**src/rtl/pattern_rx.sv**
```systemverilog
// Receiver for the slotted on/off blink-pattern link: recovers slot timing from
// input edges, samples each slot at its midpoint and matches 32-bit windows.
module pattern_rx #(
   parameter int          SLOT_LOG2     = 21,
   parameter logic [31:0] PATTERN       = 32'h05477715,
   parameter int          TIMEOUT_SLOTS = 16
) (
   input  logic       CLK,
   input  logic       RST,
   input  logic       PIN_2,
   output logic       LED,
   output logic       LOCKED,
   output logic       BIT_VALID,
   output logic       BIT_DATA,
   output logic       MATCH,
   output logic [7:0] MATCH_CNT,
   output logic       USBPU
);

   localparam int SILENT_W = $clog2(TIMEOUT_SLOTS + 1);
   localparam logic [SLOT_LOG2-1:0] SLOT_MID    = {1'b1, {(SLOT_LOG2-1){1'b0}}};
   localparam logic [SLOT_LOG2-1:0] SLOT_MAX    = '1;
   localparam logic [SILENT_W-1:0]  SILENT_LAST = SILENT_W'(TIMEOUT_SLOTS - 1);
   localparam logic [5:0]           FILL_FULL   = 6'd32;

   typedef enum logic {HUNT, TRACK} state_t;

   state_t               state_q, state_d;
   logic                 meta_q, meta_d;
   logic                 s_q, s_d;
   logic                 s_dly_q, s_dly_d;
   logic [SLOT_LOG2-1:0] slot_q, slot_d;
   logic [SILENT_W-1:0]  silent_q, silent_d;
   logic [31:0]          shift_q, shift_d;
   logic [5:0]           fill_q, fill_d;
   logic                 locked_q, locked_d;
   logic                 led_q, led_d;
   logic                 bit_valid_q, bit_valid_d;
   logic                 bit_data_q, bit_data_d;
   logic                 match_q, match_d;
   logic [7:0]           match_cnt_q, match_cnt_d;

   logic edge_det;
   logic slot_wrap;
   logic sample_pt;

   assign edge_det  = s_q ^ s_dly_q;
   assign slot_wrap = (slot_q == SLOT_MAX);
   // An edge landing on the midpoint re-centres the slot instead of sampling it.
   assign sample_pt = !edge_det && (slot_q == SLOT_MID);

   always_comb begin
      meta_d      = PIN_2;
      s_d         = meta_q;
      s_dly_d     = s_q;
      state_d     = state_q;
      slot_d      = edge_det ? '0 : slot_q + 1'b1;
      silent_d    = silent_q;
      shift_d     = shift_q;
      fill_d      = fill_q;
      led_d       = led_q;
      bit_valid_d = 1'b0;
      bit_data_d  = bit_data_q;
      match_d     = 1'b0;
      match_cnt_d = match_cnt_q;

      if (state_q == HUNT) begin
         silent_d = '0;
         if (edge_det) begin
            state_d = TRACK;
         end
      end else begin
         if (edge_det) begin
            silent_d = '0;
         end else if (slot_wrap) begin
            if (silent_q == SILENT_LAST) begin
               state_d  = HUNT;
               silent_d = '0;
               shift_d  = '0;
               fill_d   = '0;
               led_d    = 1'b0;
            end else begin
               silent_d = silent_q + 1'b1;
            end
         end

         if (sample_pt) begin
            shift_d     = {s_q, shift_q[31:1]};
            bit_valid_d = 1'b1;
            bit_data_d  = s_q;
            if (fill_q != FILL_FULL) begin
               fill_d = fill_q + 1'b1;
            end
            if (fill_d == FILL_FULL) begin
               if (shift_d == PATTERN) begin
                  match_d = 1'b1;
                  led_d   = 1'b1;
                  if (match_cnt_q != 8'hFF) begin
                     match_cnt_d = match_cnt_q + 1'b1;
                  end
               end else begin
                  led_d = 1'b0;
               end
            end
         end
      end

      // Lock shows one cycle after acquisition and drops with the timeout itself.
      locked_d = (state_q == TRACK) && (state_d == TRACK);
   end

   always_ff @(posedge CLK) begin
      if (RST) begin
         state_q     <= HUNT;
         meta_q      <= 1'b0;
         s_q         <= 1'b0;
         s_dly_q     <= 1'b0;
         slot_q      <= '0;
         silent_q    <= '0;
         shift_q     <= '0;
         fill_q      <= '0;
         locked_q    <= 1'b0;
         led_q       <= 1'b0;
         bit_valid_q <= 1'b0;
         bit_data_q  <= 1'b0;
         match_q     <= 1'b0;
         match_cnt_q <= '0;
      end else begin
         state_q     <= state_d;
         meta_q      <= meta_d;
         s_q         <= s_d;
         s_dly_q     <= s_dly_d;
         slot_q      <= slot_d;
         silent_q    <= silent_d;
         shift_q     <= shift_d;
         fill_q      <= fill_d;
         locked_q    <= locked_d;
         led_q       <= led_d;
         bit_valid_q <= bit_valid_d;
         bit_data_q  <= bit_data_d;
         match_q     <= match_d;
         match_cnt_q <= match_cnt_d;
      end
   end

   assign LED       = led_q;
   assign LOCKED    = locked_q;
   assign BIT_VALID = bit_valid_q;
   assign BIT_DATA  = bit_data_q;
   assign MATCH     = match_q;
   assign MATCH_CNT = match_cnt_q;
   assign USBPU     = 1'b0;

endmodule

```
**config.mk**
```make
export PLATFORM = sky130hd
export DESIGN_NAME = pattern_rx
export DESIGN_NICKNAME = d
export VERILOG_FILES = /design/src/rtl/pattern_rx.sv
export SDC_FILE = /design/constraint.sdc
export NUM_CORES = 1
export LEC_CHECK = 0
export BUFFER_PORTS_ARGS = -buffer_cell sky130_fd_sc_hd__buf_2
export CAP_MARGIN = 20
export CORE_UTILIZATION = 35
export CTS_CLUSTER_SIZE = 20
export DETAILED_ROUTE_END_ITERATION = 6
export PLACE_DENSITY = 0.62
export SYNTH_ARGS = -nofsm -noshare
export SYNTH_HDL_FRONTEND = slang
export SYNTH_SLANG_ARGS = --single-unit
```
**constraint.sdc**
```tcl
create_clock -name CLK -period 2.05 [get_ports CLK]
set_input_delay 0.205 -clock CLK [delete_from_list [all_inputs] [get_ports CLK]]
set_output_delay 0.205 -clock CLK [all_outputs]
set_load 0.05 [all_outputs]
```
==> results of run 1 <==
[final cells by class]
type	count	area [µm²]	area share, %
multi-input cells	273	2060	42.0
clock inverters	5	40.0	0.817
inverters	10	37.5	0.766
clock buffers	11	151	3.09
flip-flops and latches	80	1620	33.1
repair buffers	106	822	16.8
well taps	133	166	3.40
[worst max-delay path, cell delays in order (launching register included)]
cell      delay (ns)
dfxtp_1         0.34
nor4bb_4        0.31
nand4_1         0.19
nor4_4          0.29
buf_4           0.18
nand4_4         0.10
or4_4           0.45
a21oi_2         0.12
[repair_timing]
item,4_1_cts,5_1_grt
pin swaps,4,13
setup buffers,3,3
cloned,1,2
hold buffers,0,0
endpoints found under the setup margin,38,45
gates resized for setup,6,32
[registers in the layout, indices dropped and copies added (netlist names)]
signal and cells:
fill_q 6, silent_q 5, MATCH_CNT 8, LED 1
meta_q 1, state_q 1, MATCH 1, shift_q 31
LOCKED 1, BIT_VALID 1, s_dly_q 1, BIT_DATA 1
s_dly_d 1, slot_q 21
[worst paths after layout]
kind                            startpoint      endpoint  slack, ns  depth (start not counted)
worst max-delay path            shift_q[4]  MATCH_CNT[5]      0.009                          7
worst min-delay path                 PIN_2        meta_q       0.07                          2
worst max register to register  shift_q[4]  MATCH_CNT[5]      0.009                          7
worst min register to register      meta_q       s_dly_d       0.44                          1
[per-stage QoR]
step	instances	utilization (%)	hold WS [ns]	total power [mW]	TNS [ns]
floorplan	379	-	0.333	1.68	0
global placement	593	44.9	0.426	1.72	-0.149
CTS	613	47.5	0.0485	2.83	-0.0891
detailed placement	593	44.9	0.426	1.72	-0.773
finish	618	49.4	0.0651	2.80	0
global route	618	49.4	0.0681	2.93	-1.43
[layer usage]
| layer | part of all wire (%) | wire, µm |
|---|---|---|
| met5 | 0 | 0 |
| met2 | 48 | 4090 |
| met3 | 2.7 | 224 |
| met4 | 1.5 | 124 |
| met1 | 47 | 4000 |
[cell families after synthesis]
| logic type | count (synthesis) | synth area share [%] |
|---|---|---|
| AO/OA/AOI/OAI | 76 | 15.3 |
| flip-flops | 80 | 44.0 |
| other | 1 | 0.103 |
| multiplexers | 2 | 0.551 |
| AND/OR/NAND/NOR | 168 | 29.5 |
| adder cells (fa/ha/maj) | 6 | 2.06 |
| buffers and inverters | 27 | 3.65 |
| XOR/XNOR | 19 | 4.78 |
[power by group through the flow]
stage               Combinational (mW)  Sequential, mW  Clock [mW]
floorplan                       0.0689            1.61           0
global placement                 0.113            1.61           0
detailed placement               0.115            1.61           0
CTS                              0.117            1.57        1.14
global route                     0.141            1.57        1.21
finish                           0.128            1.57        1.10
[placed cells by master, fill, tap and decap left out, types with 3 or more instances in the layout]
master      instances
a21oi_1            17
a22o_1             31
a311oi_1            3
and3_1              3
buf_2              15
buf_4              86
clkbuf_8           11
clkinvlp_4          3
dfxtp_1            66
dfxtp_2            13
ha_1                4
inv_1               9
nand2_1            19
nand3_1            19
nand4_1            13
nand4_4             3
nor2_1             39
nor2b_1             5
nor3_1             12
nor4_4              6
nor4bb_1            5
nor4bb_4            3
o21ai_0            10
o21ai_1             3
or3_1              10
xnor2_1             6
xor2_1             12
==> flow_metrics.tcl, run 1 <==
set metrics [dict create \
    clock_latency_ns 0.36 \
    die_y_um 104 \
    htreeDepth 3 \
    crit_fanout 5 \
    cts_tree "done" \
    p_per_area_nw_per_um2 572 \
    top_usage_layer "met2" \
    swShare_pct 24.1 \
    grt_pass1_vias 3119 \
    design.core.area_um2 9910 \
    numClockSinks 80 \
    vias_per_cell 5.11 \
    fin_ws_ns 0.00941 \
    portBuffers 15 \
    yosys-top-cells-area "dfxtp_1 (44%), a22o_1 (7.5%), nor2_1 (4.1%), nor4_4 (3.5%), xor2_1 (2.9%)" \
    cts_inserted_buffers 9 \
    status "complete, no violations" \
    synth_area_leader_cell "dfxtp_1" \
    drive_gt1_share_pct 36.1 \
    combPwrFrac_pct 4.6 \
    grt_use_met3_pct 4.82 \
    grt_max_degree 32 \
    syn_avg_cell_area_um2 9.59 \
    synth_common_cells "dfxtp_1 (80), nor2_1 (40), a22o_1 (31)" \
    yosys_warnings 0 \
    die-area_um2 10800 \
    antenna_found_initial 0 \
    seq_power_share_pct 56.0 \
    design_area_um2 4900 \
    synth-edff-count 0 \
    grt_usage_pct 16.1 \
    diodes 0 \
    num_io_pins 17 \
    place_area_um2 4450 \
    area.growth.synth_to_final_pct 34.7 \
    synth_seq_area_share_pct 44.0 \
    worst_ep_arrival_time_ns 2.34 \
    clockPowerShare_pct 39.4 \
    power_switching_uw 676 \
    rows 36 \
    dp_hpwl_mm 5.74 \
    yosys.cell_count.top_type "dfxtp_1" \
    crit_required_ns 2.35 \
    p_int_mw 2.13 \
    wl_per_cell_um 13.7 \
    drtIter0Drc 153 \
    place.gp.congestion 0.741 \
    finalMaxSlewViolations 0 \
    vdd_drop_max_uv 338 \
    fin_crit_sh_pct 99.5 \
    synth-async-reset-ratio_pct 0 \
    ant_nets 0 \
    syn-num-nets 388 \
    grt-ovfl-total 0 \
    finalClockSkew_ns 0.00840 \
    fmax_mhz 490 \
    hp-class "input pin to flip-flop" \
    syn_inst 379 \
    setup_viol 0 \
    hold_violations 0 \
    synth_area_um2 3640 \
    fp.dieW_um 104 \
    layout.nets 489 \
    first_pass_iters 5 \
    cts_root_buffer "clkbuf_8" \
    ys_types 53 \
    start_kind "flip-flop" \
    timing.slew.headroom_pct 62.6 \
    worst_pin_slew_ns 0.561 \
    fillers 938 \
    p_leak_nw 1.89 \
    start_util_pct 36.7 \
    clockBufferDepth 2 \
    post-route-min-period_ns 2.04 \
    wl_mm 8.45 \
    dpl_worst_slack_ns -0.164 \
    clk_pin_slew_worst_paths_ns 0.08 \
    drv_cap 0 \
    met2_usage_pct 26.4 \
    synth_top_flop_cell "dfxtp_1" \
    endpoint_kind "flip-flop" \
    vias 3156 \
    use_met1_pct 19.9 \
    grt_pass1_wl_mm 14.1 \
    netlist.area_leader.share_pct 44.0 \
    synth_seq_cells 80 \
    rsz0062_at_grt "yes" \
    critPathKind "flip-flop to flip-flop" \
    drc 0 \
]
No activity file was read; power rests on OpenSTA's default activity.
==> run 2: changes to the inputs <==
CTS_BUF_LIST = sky130_fd_sc_hd__clkbuf_2   (was default)
==> run 2 against run 1 <==
- the flow now finishes with violations (setup timing)
- via count increased by 0.35%
- sequential cell count unchanged
- register-to-register slack got worse by 0.11 ns
- first-iteration DRC count increased by 16%
- combinational power increased by 5%
- core utilization decreased by 1.0 points
- wire length decreased by 1.9%
- clock-buffer cell count decreased by 2
- total power decreased by 13%
- cell area decreased by 2.1%
- worst hold slack improved by 0.029 ns
- largest cell class unchanged
==> flow_metrics.tcl, run 2 (synthesis results as in run 1) <==
set metrics [dict create \
    vias 3167 \
    stdcell_count 621 \
    antenna_found_initial 0 \
    vdd_drop_max_uv 259 \
    clockBufferDepth 2 \
    mostFrequentLayoutCells "buf_4 (88), dfxtp_1 (63), nor2_1 (39)" \
    power_switching_uw 660 \
    area.growth.synth_to_final_pct 31.9 \
    hold_violations 0 \
    grt_pass1_wl_mm 14.0 \
    first_pass_iters 4 \
    placedCellCount 593 \
    regMostFlops "shift_q" \
    fillers 951 \
    drc 0 \
    finalClockSkew_ns 0.0246 \
    start_kind "flip-flop" \
    combPwrFrac_pct 5.5 \
    post-route-min-period_ns 2.15 \
    clk_pin_slew_worst_paths_ns 0.23 \
    place.gp.congestion 0.741 \
    timing.slew.headroom_pct 62.3 \
    grt-ovfl-total 0 \
    tns_ns -0.250 \
    wl_per_cell_um 13.3 \
    worst_ep_arrival_time_ns 2.67 \
    fmax_mhz 465 \
    fp.dieW_um 104 \
    start_util_pct 36.7 \
    p_leak_nw 1.86 \
    multi_input_area_um2 2020 \
    design.core.area_um2 9910 \
    num_io_pins 17 \
    p_per_area_nw_per_um2 509 \
    clock_latency_ns 0.56 \
    grt_max_degree 32 \
    endpoint_kind "flip-flop" \
    diodes 0 \
    rows 36 \
    cts_inserted_buffers 9 \
    numClockSinks 80 \
    p_int_mw 1.78 \
    worst_pin_slew_ns 0.566 \
    whs_ns 0.0944 \
    swShare_pct 27.0 \
    fin_ws_ns -0.101 \
    wl_mm 8.29 \
    dp_hpwl_mm 5.74 \
    rsz0062_at_grt "yes" \
    cts_tree "done" \
    drtIter0Drc 177 \
    vias_per_cell 5.10 \
    layout.nets 492 \
    drv_cap 0 \
    setup_viol 3 \
    drive_gt1_share_pct 35.7 \
    hp-class "input pin to flip-flop" \
    grt_pass1_vias 3083 \
    fin_crit_sh_pct 105 \
    regArea_um2 1630 \
    htreeDepth 3 \
    grt_usage_pct 15.9 \
    largest_reg_flops 31 \
    die_y_um 104 \
    clockPowerShare_pct 29.9 \
    violations "setup timing" \
    status "complete, but fails checks" \
    cts_root_buffer "clkbuf_2" \
    crit_required_ns 2.57 \
    seq_power_share_pct 64.6 \
    die-area_um2 10800 \
    critPathKind "flip-flop to flip-flop" \
    layout_commonest_cell "buf_4" \
    portBuffers 15 \
    crit_fanout 4 \
    finalMaxSlewViolations 0 \
    ant_nets 0 \
]
[run 2: area by class of cell]
type | count | share of cell area (%)
clock inverters | 7 | 0.992
repair buffers | 109 | 17.7
inverters | 10 | 0.783
well taps | 133 | 3.47
multi-input cells | 273 | 42.1
clock buffers | 9 | 0.939
flip-flops and latches | 80 | 34.0
[run 2: metal layers]
metal / vias up / global-route usage, % / part of all wire [%]
met5: - / 0 / 0
met4: 0 / 7.96 / 2.1
met3: 17 / 3.07 / 2.4
met2: 38 / 26.0 / 47
met1: 1500 / 20.0 / 49
li1: 1612 / - / -
[run 2: final timing paths]
check / from / end / slack [ns] / cells past startpoint
setup / recovery: slot_q[6] / MATCH_CNT[2] / -0.10 / 8
hold / removal: RST / MATCH_CNT[1] / 0.09 / 2
setup reg to reg: slot_q[6] / MATCH_CNT[2] / -0.10 / 8
hold reg to reg: meta_q / s_dly_d / 0.45 / 1
[run 2: critical path, stage by stage (launching register included)]
cell	delay (ns)
dfxtp_2	0.38
nor4_4	0.33
buf_4	0.18
nand3_4	0.08
nor4_4	0.26
buf_4	0.18
nand4_2	0.14
or3_1	0.40
a21oi_1	0.14
[run 2: what timing repair did]
item,4_1_cts,5_1_grt
pin swaps,5,11
resized for setup,6,30
setup buffers,2,6
hold buffers,1,0
cloned,1,2
setup endpoints to repair,40,46
endpoints found under the hold margin,1,0
[run 2: per-stage QoR]
stage,utilization (%),setup slack [ns],instance area (µm²),total power [mW]
after CTS,46.6,-0.0629,4610,2.46
after global routing,48.4,-0.167,4790,2.55
after detailed placement,44.9,-0.164,4450,1.72
final,48.4,-0.101,4790,2.44
after global placement,44.9,-0.0799,4450,1.72
after floorplan,-,0.0145,3650,1.68
[run 2: power groups by stage]
| stage | sequential [mW] | combinational [mW] | clock, mW |
|---|---|---|---|
| after floorplan | 1.61 | 0.0689 | 0 |
| after global placement | 1.61 | 0.113 | 0 |
| after detailed placement | 1.61 | 0.115 | 0 |
| after CTS | 1.58 | 0.118 | 0.760 |
| after global routing | 1.58 | 0.147 | 0.824 |
| final | 1.58 | 0.135 | 0.729 |
